[config.mk]
export PLATFORM = sky130hd
export DESIGN_NAME = control_alarma
export DESIGN_NICKNAME = d
export VERILOG_FILES = /design/src/rtl/control_alarma_pkg.sv /design/src/rtl/control_alarma_tick_1s.sv /design/src/rtl/control_alarma.sv
export SDC_FILE = /design/constraint.sdc
export NUM_CORES = 1
export LEC_CHECK = 0
export BUFFER_PORTS_ARGS = -buffer_cell sky130_fd_sc_hd__buf_2
export CORE_UTILIZATION = 45
export DETAILED_ROUTE_END_ITERATION = 6
export HOLD_SLACK_MARGIN = 0.12
export PLACE_DENSITY = 0.73
export SLEW_MARGIN = 20
export SYNTH_ARGS = -nofsm -noshare
export SYNTH_HDL_FRONTEND = slang
export SYNTH_SLANG_ARGS = --single-unit
[constraint.sdc]
create_clock -name clk -period 3.55 [get_ports clk]
set_clock_uncertainty 0.1 [all_clocks]
set_input_delay 1.065 -clock clk [delete_from_list [all_inputs] [get_ports clk]]
set_output_delay 1.065 -clock clk [all_outputs]
set_load 0.1 [all_outputs]
[src/rtl/control_alarma_pkg.sv]
// Shared types and constants for the alarm decision engine.
`default_nettype none

package control_alarma_pkg;

  typedef enum logic [1:0] {
    IDLE   = 2'b00,
    RING   = 2'b01,
    SNOOZE = 2'b10,
    ACK    = 2'b11
  } estado_t;

  localparam logic [7:0]  SEG_CERO   = 8'h00;
  localparam int unsigned CLK_HZ_DEF = 100_000_000;

  function automatic int unsigned max_u(input int unsigned a, input int unsigned b);
    return (a > b) ? a : b;
  endfunction

endpackage

`default_nettype wire

[src/rtl/control_alarma_tick_1s.sv]
// One-second tick prescaler; clr restarts the period so intervals are cycle-exact.
`default_nettype none

module tick_1s #(
  parameter int unsigned CLK_HZ = 100_000_000
) (
  input  logic clk,
  input  logic reset,
  input  logic clr,
  output logic tick
);

  localparam int unsigned     PW   = (CLK_HZ > 1) ? $clog2(CLK_HZ) : 1;
  localparam logic [PW-1:0]   TERM = PW'(CLK_HZ - 1);

  logic [PW-1:0] cnt_q;

  always_ff @(posedge clk or negedge reset) begin
    if (!reset) begin
      cnt_q <= '0;
    end else if (clr || cnt_q == TERM) begin
      cnt_q <= '0;
    end else begin
      cnt_q <= cnt_q + PW'(1);
    end
  end

  assign tick = (cnt_q == TERM);

endmodule

`default_nettype wire

[src/rtl/control_alarma.sv]
// Alarm decision engine: BCD time match, stop/snooze handling and ring timeout.
// Optional snooze limit enabled by defining CONTROL_ALARMA_LIMITE_POSPONER_EN.
`default_nettype none

module control_alarma
  import control_alarma_pkg::*;
#(
  parameter int unsigned CLK_HZ    = CLK_HZ_DEF,
  parameter int unsigned TIMEOUT_S = 60,
  parameter int unsigned SNOOZE_S  = 300
) (
  input  logic       clk,
  input  logic       reset,
  input  logic [7:0] hora_bcd,
  input  logic [7:0] min_bcd,
  input  logic [7:0] seg_bcd,
  input  logic [7:0] alarma_hora,
  input  logic [7:0] alarma_min,
  input  logic       alarma_habilitada,
  input  logic       apagar,
  input  logic       posponer,
  output logic       alarma_on,
  output logic [1:0] estado
);

  localparam int unsigned        SEC_MAX   = max_u(TIMEOUT_S, SNOOZE_S);
  localparam int unsigned        SEC_W     = $clog2(SEC_MAX + 1);
  localparam logic [SEC_W-1:0]   SEC_SAT   = SEC_W'(SEC_MAX);
  localparam logic [SEC_W-1:0]   SEC_T_FIN = SEC_W'(TIMEOUT_S - 1);
  localparam logic [SEC_W-1:0]   SEC_S_FIN = SEC_W'(SNOOZE_S - 1);

  estado_t          state_q, state_d;
  logic             alarma_on_q;
  logic [SEC_W-1:0] sec_q;
  logic             tick;
  logic             clr;
  logic             match;
  logic             snz_lleno;

  assign match = alarma_habilitada && (hora_bcd == alarma_hora) &&
                 (min_bcd == alarma_min) && (seg_bcd == SEG_CERO);

`ifdef CONTROL_ALARMA_LIMITE_POSPONER_EN
  logic [1:0] snz_q;

  // Counts snoozes accepted since the alarm last left IDLE.
  always_ff @(posedge clk or negedge reset) begin
    if (!reset) begin
      snz_q <= 2'd0;
    end else if (state_q == IDLE) begin
      snz_q <= 2'd0;
    end else if (state_q == RING && state_d == SNOOZE) begin
      snz_q <= snz_q + 2'd1;
    end
  end

  assign snz_lleno = (snz_q == 2'd3);
`else
  assign snz_lleno = 1'b0;
`endif

  always_comb begin
    state_d = state_q;
    if (!alarma_habilitada) begin
      state_d = IDLE;
    end else begin
      case (state_q)
        IDLE: begin
          if (match) state_d = RING;
        end
        RING: begin
          if (apagar)                               state_d = ACK;
          else if (posponer)                        state_d = snz_lleno ? ACK : SNOOZE;
          else if (tick && sec_q == SEC_T_FIN)      state_d = ACK;
        end
        SNOOZE: begin
          if (apagar)                               state_d = ACK;
          else if (tick && sec_q == SEC_S_FIN)      state_d = RING;
        end
        ACK: begin
          // Hold off until the minute changes so the same match cannot re-trigger.
          if (min_bcd != alarma_min) state_d = IDLE;
        end
        default: state_d = IDLE;
      endcase
    end
  end

  assign clr = (state_d != state_q);

  always_ff @(posedge clk or negedge reset) begin
    if (!reset) begin
      state_q     <= IDLE;
      alarma_on_q <= 1'b0;
    end else begin
      state_q     <= state_d;
      alarma_on_q <= (state_d == RING);
    end
  end

  always_ff @(posedge clk or negedge reset) begin
    if (!reset) begin
      sec_q <= '0;
    end else if (clr) begin
      sec_q <= '0;
    end else if (tick && sec_q != SEC_SAT) begin
      sec_q <= sec_q + SEC_W'(1);
    end
  end

  tick_1s #(
    .CLK_HZ (CLK_HZ)
  ) u_tick (
    .clk   (clk),
    .reset (reset),
    .clr   (clr),
    .tick  (tick)
  );

  assign alarma_on = alarma_on_q;
  assign estado    = state_q;

endmodule

`default_nettype wire

==> results of run 1 <==
## critical path, delay by kind of cell
family / cells / cell delay (ps)
compound gates: 2 / 370
buf+inv: 2 / 480
simple gates: 4 / 730
## stage by stage
step	area, µm²	instances	hold WS [ps]
2_1_floorplan	2310	245	353.5
3_3_place_gp	2601	355	385.4
3_5_place_dp	2601	355	391.8
4_1_cts	2719	363	400.2
5_1_grt	2719	363	434.4
6_report	2719	363	400.6
## layout make-up
| type | instances | area, µm² |
|---|---|---|
| clock buffer | 6 | 82.58 |
| clock inverter | 2 | 35.03 |
| fill | 465 | 2098 |
| inverter | 5 | 18.77 |
| multi-input combinational | 194 | 1265 |
| sequential | 39 | 975.9 |
| tap | 67 | 83.83 |
| timing repair buffer | 50 | 257.7 |
## layer usage
metal  wire (µm)  global-route usage [%]
met5           0                       0
met4          51                   7.051
met3         103                   3.704
met2        2227                   32.01
met1        2182                   24.39
## layout by cell type, fill, tap and decap left out, types with 6 or more instances in the layout
master / instances
dfrtp_1: 39
nand3_1: 12
nor3_1: 32
buf_2: 47
nand2_1: 19
xnor2_1: 36
xor2_1: 13
nand4_1: 10
clkbuf_8: 6
nor2_1: 25
## sequential cells by signal, summed over array words and instances (netlist names)
signal,flops
estado,2
u_tick.cnt_q,27
sec_q,9
alarma_on,1
## cells by family (layout without fill, tap and decap cells)
group | after synthesis | after routing | share of synthesized area, %
AO/OA/AOI/OAI | 13 | 13 | 4.497
XOR/XNOR | 49 | 49 | 18.58
buffers and inverters | 12 | 63 | 2.979
multiplexers | 1 | 1 | 0.4334
adder cells (fa/ha/maj) | 3 | 3 | 1.625
flip-flops | 39 | 39 | 42.25
AND/OR/NAND/NOR | 128 | 128 | 29.63
## worst max path at each step
stage	slack (ps)	to	cells after the start
2_1_floorplan	820	sec_q[8]$_DFFE_PN0P_	7
3_3_place_gp	640	sec_q[3]$_DFFE_PN0P_	8
3_5_place_dp	610	sec_q[0]$_DFFE_PN0P_	8
4_1_cts	920	sec_q[0]$_DFFE_PN0P_	8
5_1_grt	730	sec_q[4]$_DFFE_PN0P_	8
6_report	930	sec_q[5]$_DFFE_PN0P_	8
## power groups by stage
stage          logic (mW)  registers, mW  clock network, mW
2_1_floorplan       0.142          0.577                  0
3_3_place_gp        0.191          0.591                  0
5_1_grt             0.222          0.600              0.407
3_5_place_dp        0.195          0.595                  0
6_report            0.194          0.588              0.376
4_1_cts             0.197          0.587              0.383
==> impl_metrics.json, run 1 <==
{
  "fmax_ghz": 0.3819,
  "holdPathStages": 1,
  "fin_ws_ps": 931.5,
  "count_of_mapped_cells_out_of_synthesis": 245,
  "grt_antenna_before_repair": 0,
  "total_switching_power_uw": 314.2,
  "netlist_area_before_placement_um2": 2310,
  "internal_uw": 844.2,
  "total_routing_usage_reported_by_global_routing_pct": 19.09,
  "fin_nets": 343,
  "arrival_ps": 2670,
  "power.share.clock_pct": 32.5,
  "leakagePower_nw": 1.162,
  "top_count_cell_post_synth": "dfrtp_1",
  "post_drt_via_cell_ratio": 5.223,
  "power.total_mw": 1.158,
  "tritoncts_clock_tree": "built",
  "drive_above_1_share_pct": 22.30,
  "cts_sinks": 39,
  "relSlewSlack_pct": 44.29,
  "floorplan.die.height_um": 73.64,
  "crit_required_ps": 3600,
  "hold_critical_path_endpoint": "u_tick.cnt_q[0]$_DFF_PN0_",
  "critPathMaxStageDelay_ps": 380,
  "layout_overhead_on_the_synthesized_area_pct": 17.71,
  "tns_ps": 0,
  "maxCapViolCount": 0,
  "capturing_point_of_the_worst_reg2reg_path": "alarma_on$_DFF_PN0_",
  "cp-end-kind": "flip-flop",
  "ctsResizeCount": 0,
  "utilization_pct": 56.44,
  "critical_path_peak_fanout": 36,
  "worst_slew_pin_slew_ps": 835.6,
  "synth_largest_type_area_fraction_pct": 42.25,
  "cts_buffer_depth": 2,
  "numCtsBuffers": 5,
  "total_detailed_routing_wirelength_um": 4564,
  "htree_num_levels": 2,
  "power.sequential.fraction_pct": 50.8,
  "run_status": "completed",
  "criticalPathCategory": "in -> reg",
  "globalplace.congestion": 0.7965,
  "io-pin-count": 48,
  "start_util_pct": 47.95,
  "vdd_drop_max_v": 0.0002787,
  "dr.pass1.iters": 4,
  "powerDensity_nw_per_um2": 426.1,
  "dp_worst_setup_slack_ps": 605.3,
  "crit_path_cell_trace": "buf_2 > nor4_1 > nand4_1 > nor4_1 > a31oi_1 > o41ai_4 > buf_4 > nor3_1",
  "hold_violations": 0,
  "setup_repair_after_global_routing_missed_its_margin": "no",
  "critPathLaunchType": "input pin",
  "report.final.setup_viol": 0,
  "io_buffers": 47,
  "dp_hpwl_um": 3380,
  "design.core.area_um2": 4817,
  "fp.dieW_um": 73.64,
  "grt_pass1_vias": 1750,
  "yosys_register_bits": 39,
  "synth_top_cells_by_area": "dfrtp_1 42%, xnor2_1 14%, nor3_1 6.9%",
  "path_common_cell": "nor4_1",
  "share_of_synthesized_area_occupied_by_flip_flops_and_latches_pct": 42.25,
  "final.period_utilization_pct": 73.76,
  "post_cts_buffers": 0,
  "synth_top_area_cell": "dfrtp_1",
  "clk_pin_slew_ps": 70,
  "worstHoldPathType": "reg -> reg",
  "grt_first_pass_wirelength_um": 7824,
  "period_minus_slack_ps": 2618,
  "clk_root_buffer_cell": "clkbuf_8",
  "route.antenna.remaining_nets": 0,
  "async_reset_ff_share_pct": 100.0,
  "synth_ff_type": "dfrtp_1",
  "yosys_warnings": 0,
  "detail_route.iter0.violations": 88,
  "number_of_hold_repair_buffers_added_at_the_cts_stage": 0,
  "routed_wire_length_per_instance_um": 12.57,
  "synth-edff-count": 0,
  "num_rows": 25,
  "die_area_um2": 5423,
  "vias": 1896,
  "postSynthNetCount": 293,
  "depth_of_the_most_critical_reg_to_reg_path": 6,
  "global_route.overflow_total": 0,
  "yosysUniqueCellTypes": 35,
  "slack_of_the_worst_reg_to_reg_path_ps": 1110,
  "ys_top_cells_by_count": "39 x dfrtp_1, 36 x xnor2_1, 32 x nor3_1",
  "r2r_start": "sec_q[6]$_DFFE_PN0P_",
  "hold_path_startpoint": "u_tick.cnt_q[0]$_DFF_PN0_",
  "drcViolationCount": 0,
  "fraction_of_power_spent_switching_nets_pct": 27.12,
  "worstSetupStartpoint": "seg_bcd[2]",
  "power.share.combinational_pct": 16.7,
  "critical_path.slowest_cell": "buf_4",
  "clk_latency_ps": 290,
  "grt_max_degree": 40,
  "maxSlewViolCount": 0,
  "average_instance_area_after_synthesis_um2": 9.427,
  "diodes": 0
}
No activity file was read; power rests on OpenSTA's default activity.
==> run 2, diff against run 1 <==
--- a/config.mk
+++ b/config.mk
@@ -5,11 +5,12 @@
 export SDC_FILE = /design/constraint.sdc
 export NUM_CORES = 1
 export LEC_CHECK = 0
+export ABC_AREA = 1
 export BUFFER_PORTS_ARGS = -buffer_cell sky130_fd_sc_hd__buf_2
 export CORE_UTILIZATION = 45
 export DETAILED_ROUTE_END_ITERATION = 6
 export HOLD_SLACK_MARGIN = 0.12
-export PLACE_DENSITY = 0.73
+export PLACE_DENSITY = 0.74
 export SLEW_MARGIN = 20
 export SYNTH_ARGS = -nofsm -noshare
 export SYNTH_HDL_FRONTEND = slang
==> constraint.sdc (replaced) <==
create_clock -name clk -period 2.2 [get_ports clk]
set_clock_uncertainty 0.1 [all_clocks]
set_input_delay 0.66 -clock clk [delete_from_list [all_inputs] [get_ports clk]]
set_output_delay 0.66 -clock clk [all_outputs]
set_load 0.1 [all_outputs]
==> run 2 against run 1 <==
Against the previous run: via count is 28% higher; largest power group unchanged; final area is 21% higher; power is 51% higher; combinational power rose by 58%; sequential power rose by 45%; non-clock buffer count rose by 12; first-iteration DRC count rose by 70%; area after synthesis up 15%; count of clock-buffer cells in the layout shrank 1; highest routed layer unchanged; cell count increased by 40%; sequential cell count is the same.
==> impl_metrics.json, run 2 <==
{
  "drcViolationCount": 0,
  "design.core.area_um2": 5574,
  "postSynthNetCount": 419,
  "number_of_flip_flops_under_the_largest_register_name": 27,
  "run_status": "completed",
  "worstHoldPathType": "in -> async",
  "critPathMaxStageDelay_ps": 400,
  "final_common_cell": "nand2_1",
  "final.period_utilization_pct": 94.50,
  "netlist_area_before_placement_um2": 2645,
  "synth_largest_type_area_fraction_pct": 36.90,
  "leakagePower_nw": 1.591,
  "route.antenna.remaining_nets": 0,
  "vdd_drop_max_v": 0.0003862,
  "crit_path_cell_trace": "ha_4 > nand3_2 > inv_2 > nand2_4 > nor2_4 > nand4_1 > nand3_1 > buf_4 > nand2_1 > nand3_2 > nand4_4 > clkbuf_16 > nor2_2",
  "worst_path_buf_inv": 3,
  "layout.filler_cells": 535,
  "io_buffers": 47,
  "worstSetupStartpoint": "u_tick.cnt_q[0]$_DFF_PN0_",
  "layout_overhead_on_the_synthesized_area_pct": 24.31,
  "period_minus_slack_ps": 2079,
  "htree_num_levels": 2,
  "fmax_ghz": 0.4810,
  "drive_above_1_share_pct": 26.48,
  "capturing_point_of_the_worst_reg2reg_path": "u_tick.cnt_q[10]$_DFF_PN0_",
  "yosys_warnings": 0,
  "synth_top_cells_by_area": "dfrtp_1 37%, nand2_1 13%, inv_1 8.2%",
  "grt_antenna_before_repair": 0,
  "total_routing_usage_reported_by_global_routing_pct": 19.86,
  "path_common_cell": "nand3_2",
  "dr.pass1.iters": 4,
  "global_route.overflow_total": 0,
  "synth_ff_type": "dfrtp_1",
  "yosysUniqueCellTypes": 25,
  "share_of_synthesized_area_occupied_by_flip_flops_and_latches_pct": 36.90,
  "slack_of_the_worst_reg_to_reg_path_ps": 120,
  "powerDensity_nw_per_um2": 532.8,
  "maxCapViolCount": 0,
  "num_rows": 27,
  "grt_pass1_vias": 2310,
  "top_count_cell_post_synth": "nand2_1",
  "clk_pin_slew_ps": 80,
  "fin_nets": 485,
  "globalplace.congestion": 0.8410,
  "critPathLaunchType": "flip-flop",
  "critical_path.top_delay_family": "simple AND/OR/NAND/NOR gates",
  "vias": 2432,
  "detail_route.iter0.violations": 150,
  "layout_common_cells": "86 x nand2_1, 56 x inv_1, 47 x nor2_1, 47 x buf_2, 36 x dfrtp_1",
  "biggest_register": "u_tick.cnt_q",
  "clk_latency_ps": 300,
  "power.total_mw": 1.752,
  "critical_path.slowest_cell": "dfrtp_1",
  "report.final.setup_viol": 0,
  "cp-end-kind": "flip-flop",
  "relSlewSlack_pct": 67.31,
  "grt_max_degree": 40,
  "routed_wire_length_per_instance_um": 11.24,
  "dp_worst_setup_slack_ps": -57.46,
  "async_reset_ff_share_pct": 100.0,
  "grt_first_pass_wirelength_um": 9756,
  "critical_path_peak_fanout": 8,
  "hold_violations": 0,
  "fin_ws_ps": 121.0,
  "yosys_register_bits": 39,
  "tns_ps": 0,
  "total_detailed_routing_wirelength_um": 5733,
  "arrival_ps": 2210,
  "synth_top_area_cell": "dfrtp_1",
  "cts_sinks": 39,
  "floorplan.die.height_um": 78.67,
  "clk_root_buffer_cell": "clkbuf_8",
  "r2r_start": "u_tick.cnt_q[0]$_DFF_PN0_",
  "numCtsBuffers": 5,
  "depth_of_the_most_critical_reg_to_reg_path": 13,
  "criticalPathCategory": "reg -> reg",
  "tritoncts_clock_tree": "built",
  "average_instance_area_after_synthesis_um2": 7.129,
  "dp_hpwl_um": 4210,
  "cts_buffer_depth": 2,
  "start_util_pct": 47.45,
  "die_area_um2": 6188,
  "crit_required_ps": 2340,
  "ys_top_cells_by_count": "89 x nand2_1, 58 x inv_1, 51 x nor2_1",
  "count_of_mapped_cells_out_of_synthesis": 371,
  "maxSlewViolCount": 0,
  "diodes": 0,
  "post_drt_via_cell_ratio": 4.769,
  "synth-edff-count": 0,
  "fp.dieW_um": 78.67,
  "io-pin-count": 48,
  "worst_slew_pin_slew_ps": 493.8
}
-- run 2: cell count changes in the layout (fill, tap and decap cells not counted), sizes merged, moves of 10 or more --
cell,before,now
nand2,19,91
nor2,25,74
inv,5,60
xor2,13,23
buf,50,61
xnor2,36,14
nor3,33,18
nand3,12,22
-- run 2: cell type report --
class	instances	area [µm²]	area share [%]
Clock inverter	3	43.79	1.332
Clock buffer	5	68.82	2.093
Tap cell	72	90.09	2.740
Inverter	60	225.2	6.849
Multi-Input combinational cell	269	1478	44.94
Timing Repair Buffer	62	402.9	12.25
Sequential cell	39	979.7	29.79
-- run 2: worst max path at each step --
| stage | cells after the start | slack [ps] | endpoint |
|---|---|---|---|
| after detailed placement | 10 | -60 | sec_q[4]$_DFFE_PN0P_ |
| final | 13 | 120 | u_tick.cnt_q[10]$_DFF_PN0_ |
| after global placement | 10 | 30 | sec_q[6]$_DFFE_PN0P_ |
| after CTS | 12 | 10 | sec_q[4]$_DFFE_PN0P_ |
| after global routing | 13 | -60 | sec_q[1]$_DFFE_PN0P_ |
| after floorplan | 10 | 150 | u_tick.cnt_q[12]$_DFF_PN0_ |
-- run 2: kinds of logic after synthesis --
kind of cell | Yosys count | share of synthesized area (%)
buffers and inverters | 63 | 9.555
AO/OA/AOI/OAI | 11 | 2.271
XOR/XNOR | 37 | 12.25
adder cells (fa/ha/maj) | 3 | 1.419
flip-flops | 39 | 36.90
AND/OR/NAND/NOR | 218 | 37.61
-- run 2: routing by layer --
layer	GRT usage (%)	up-vias	wire length (µm)
met5	0	-	0
met4	6.111	0	66
met3	3.953	8	185
met2	32.52	40	2831
met1	26.27	1110	2650
li1	-	1274	-
-- run 2: power by group --
part / switching (mW) / total (mW) / internal [mW]
sequential: 0.0717 / 0.852 / 0.780
clock: 0.257 / 0.594 / 0.337
combinational: 0.143 / 0.306 / 0.163
total: 0.471 / 1.75 / 1.28
-- run 2: stage by stage --
stage                     util, %  std cells  hold WS [ps]  cell area (µm²)
after CTS                   56.61        503         216.4             3156
after global routing        58.99        510         213.9             3288
after floorplan                 -        371         264.4             2648
after detailed placement    54.59        495         355.2             3043
final                       58.99        510         205.5             3288
after global placement      54.59        495         350.3             3043
-- run 2: what timing repair did --
item	in CTS	in global routing
hold endpoints to repair	0	0
setup endpoints to repair	0	36
hold buffers	0	0
setup buffers	0	6
resized for setup	0	18
==> run 3, diff against run 2 <==
==> constraint.sdc (replaced) <==
create_clock -name clk -period 1.82 [get_ports clk]
set_clock_uncertainty 0.1 [all_clocks]
set_input_delay 0.273 -clock clk [delete_from_list [all_inputs] [get_ports clk]]
set_output_delay 0.273 -clock clk [all_outputs]
set_load 0.1 [all_outputs]
==> run 3 against run 2 <==
Against the previous run: the flow now finishes with violations (negative setup slack); sequential cell count stayed put; sequential share of layout area is 4.1 points lower; setup slack worse by 330 ps; count of clock-buffer cells in the layout is 1 higher; non-clock buffer count is 54 higher; sequential power is 17% higher; core utilization is 9.6 points higher; fmax is 2.6% higher; first-iteration DRC count is 2.0% lower; largest cell class unchanged; largest power group unchanged; highest routed layer unchanged.
==> impl_metrics.json, run 3 (synthesis gave the netlist of run 2 again) <==
{
  "floorplan.die.height_um": 78.67,
  "number_of_flip_flops_under_the_largest_register_name": 27,
  "io-pin-count": 48,
  "cts_buffer_depth": 2,
  "leakagePower_nw": 1.855,
  "grt_pass1_vias": 2515,
  "arrival_ps": 2160,
  "global_route.overflow_total": 0,
  "num_rows": 27,
  "grt_max_degree": 23,
  "layout_common_cells": "84 x nand2_1, 64 x buf_4, 54 x inv_1",
  "post_dp_cell_area_um2": 3447,
  "route.antenna.remaining_nets": 0,
  "met2_usage_pct": 38.78,
  "report.final.setup_viol": 37,
  "violations": "negative setup slack",
  "grt_use_met3_pct": 3.721,
  "design.core.area_um2": 5574,
  "clk_root_buffer_cell": "clkbuf_8",
  "maxCapViolCount": 0,
  "maxSlewViolCount": 0,
  "relSlewSlack_pct": 64.95,
  "cp-end-kind": "flip-flop",
  "busiest_layer": "met2",
  "run_status": "finished, violations left",
  "fin_nets": 539,
  "drive_above_1_share_pct": 37.80,
  "criticalPathCategory": "reg -> reg",
  "layout_overhead_on_the_synthesized_area_pct": 44.47,
  "vdd_drop_max_v": 0.0004588,
  "htree_num_levels": 2,
  "period_minus_slack_ps": 2025,
  "hold_violations": 0,
  "total_detailed_routing_wirelength_um": 6881,
  "cts_sinks": 39,
  "final.period_utilization_pct": 111.3,
  "postLayoutCellArea_um2": 3821,
  "biggest_register": "u_tick.cnt_q",
  "globalplace.congestion": 0.8485,
  "post_drt_via_cell_ratio": 4.766,
  "dp_hpwl_um": 4742,
  "slack_of_the_worst_reg_to_reg_path_ps": -210,
  "clk_latency_ps": 300,
  "power.total_mw": 2.334,
  "total_routing_usage_reported_by_global_routing_pct": 22.33,
  "io_buffers": 47,
  "start_util_pct": 47.45,
  "dr.pass1.iters": 4,
  "die_area_um2": 6188,
  "worstHoldPathType": "in -> reg",
  "grt_first_pass_wirelength_um": 10790,
  "utilization_pct": 68.55,
  "critical_path_peak_fanout": 8,
  "grt_antenna_before_repair": 0,
  "powerDensity_nw_per_um2": 610.9,
  "clk_pin_slew_ps": 70,
  "diodes": 0,
  "vias": 2688,
  "detail_route.iter0.violations": 147,
  "fmax_ghz": 0.4937,
  "numCtsBuffers": 5,
  "critPathLaunchType": "flip-flop",
  "drcViolationCount": 0,
  "routed_wire_length_per_instance_um": 12.20,
  "grt.met1_usage_pct": 27.77,
  "tns_ps": -5636,
  "worst_slew_pin_slew_ps": 525.8,
  "setup_repair_after_global_routing_missed_its_margin": "yes",
  "crit_required_ps": 1960,
  "final_common_cell": "nand2_1",
  "fp.dieW_um": 78.67,
  "tritoncts_clock_tree": "built",
  "timing.hold.ws_ps": 216.5,
  "fin_ws_ps": -205.4,
  "layout.filler_cells": 446
}
-- run 3: final cells by class --
class | instances | area [µm²] | share of cell area [%]
multi-input combinational | 269 | 1589 | 41.58
tap | 72 | 90.09 | 2.358
sequential | 39 | 983.4 | 25.74
inverter | 60 | 225.2 | 5.894
clock inverter | 2 | 35.03 | 0.9168
clock buffer | 6 | 82.58 | 2.161
timing repair buffer | 116 | 815.8 | 21.35
-- run 3: timing repair --
| item | in CTS | in global routing |
|---|---|---|
| resized for setup | 14 | 29 |
| gates cloned | 0 | 2 |
| setup buffers | 3 | 2 |
| endpoints found under the hold margin | 21 | 0 |
| hold buffers | 1 | 0 |
| endpoints found under the setup margin | 36 | 37 |
| pin swaps | 7 | 3 |
-- run 3: metal layers --
layer,share of wire (%),up-vias
met5,0,-
li1,-,1380
met4,1.8,0
met3,2.6,12
met2,53,41
met1,43,1255
-- run 3: power breakdown --
part	switching, mW	internal, mW	total [mW]
logic	0.271	0.312	0.583
clock network	0.310	0.444	0.754
registers	0.0546	0.943	0.998
-- run 3: worst max-delay path: stages (launching register included) --
cell and delay [ps]:
dfrtp_1 360, ha_2 190, nand3_2 100, inv_2 80
nand2_4 70, nor2_4 160, nand4_1 130, nand3_2 130
nand2_2 70, nand3_4 70, nand4_4 190, clkbuf_16 240
nor2_2 70
-- run 3: path summary, 6_finish.rpt --
path / end / from / cells after the start
min in group asynchronous: u_tick.cnt_q[23]$_DFF_PN0_ / reset / 2
min: estado[1]$_DFF_PN0_ / alarma_habilitada / 3
max in group asynchronous: u_tick.cnt_q[1]$_DFF_PN0_ / reset / 3
min reg2reg: u_tick.cnt_q[0]$_DFF_PN0_ / u_tick.cnt_q[0]$_DFF_PN0_ / 2
max reg2reg: u_tick.cnt_q[6]$_DFF_PN0_ / u_tick.cnt_q[1]$_DFF_PN0_ / 12
max: u_tick.cnt_q[6]$_DFF_PN0_ / u_tick.cnt_q[1]$_DFF_PN0_ / 12
-- run 3: metrics by stage --
stage          worst slack (ps)  cells
6_report                 -205.4    564
5_1_grt                  -302.7    564
4_1_cts                  -90.48    560
3_5_place_dp             -165.4    548
3_3_place_gp             -80.22    548
2_1_floorplan            -66.81    371
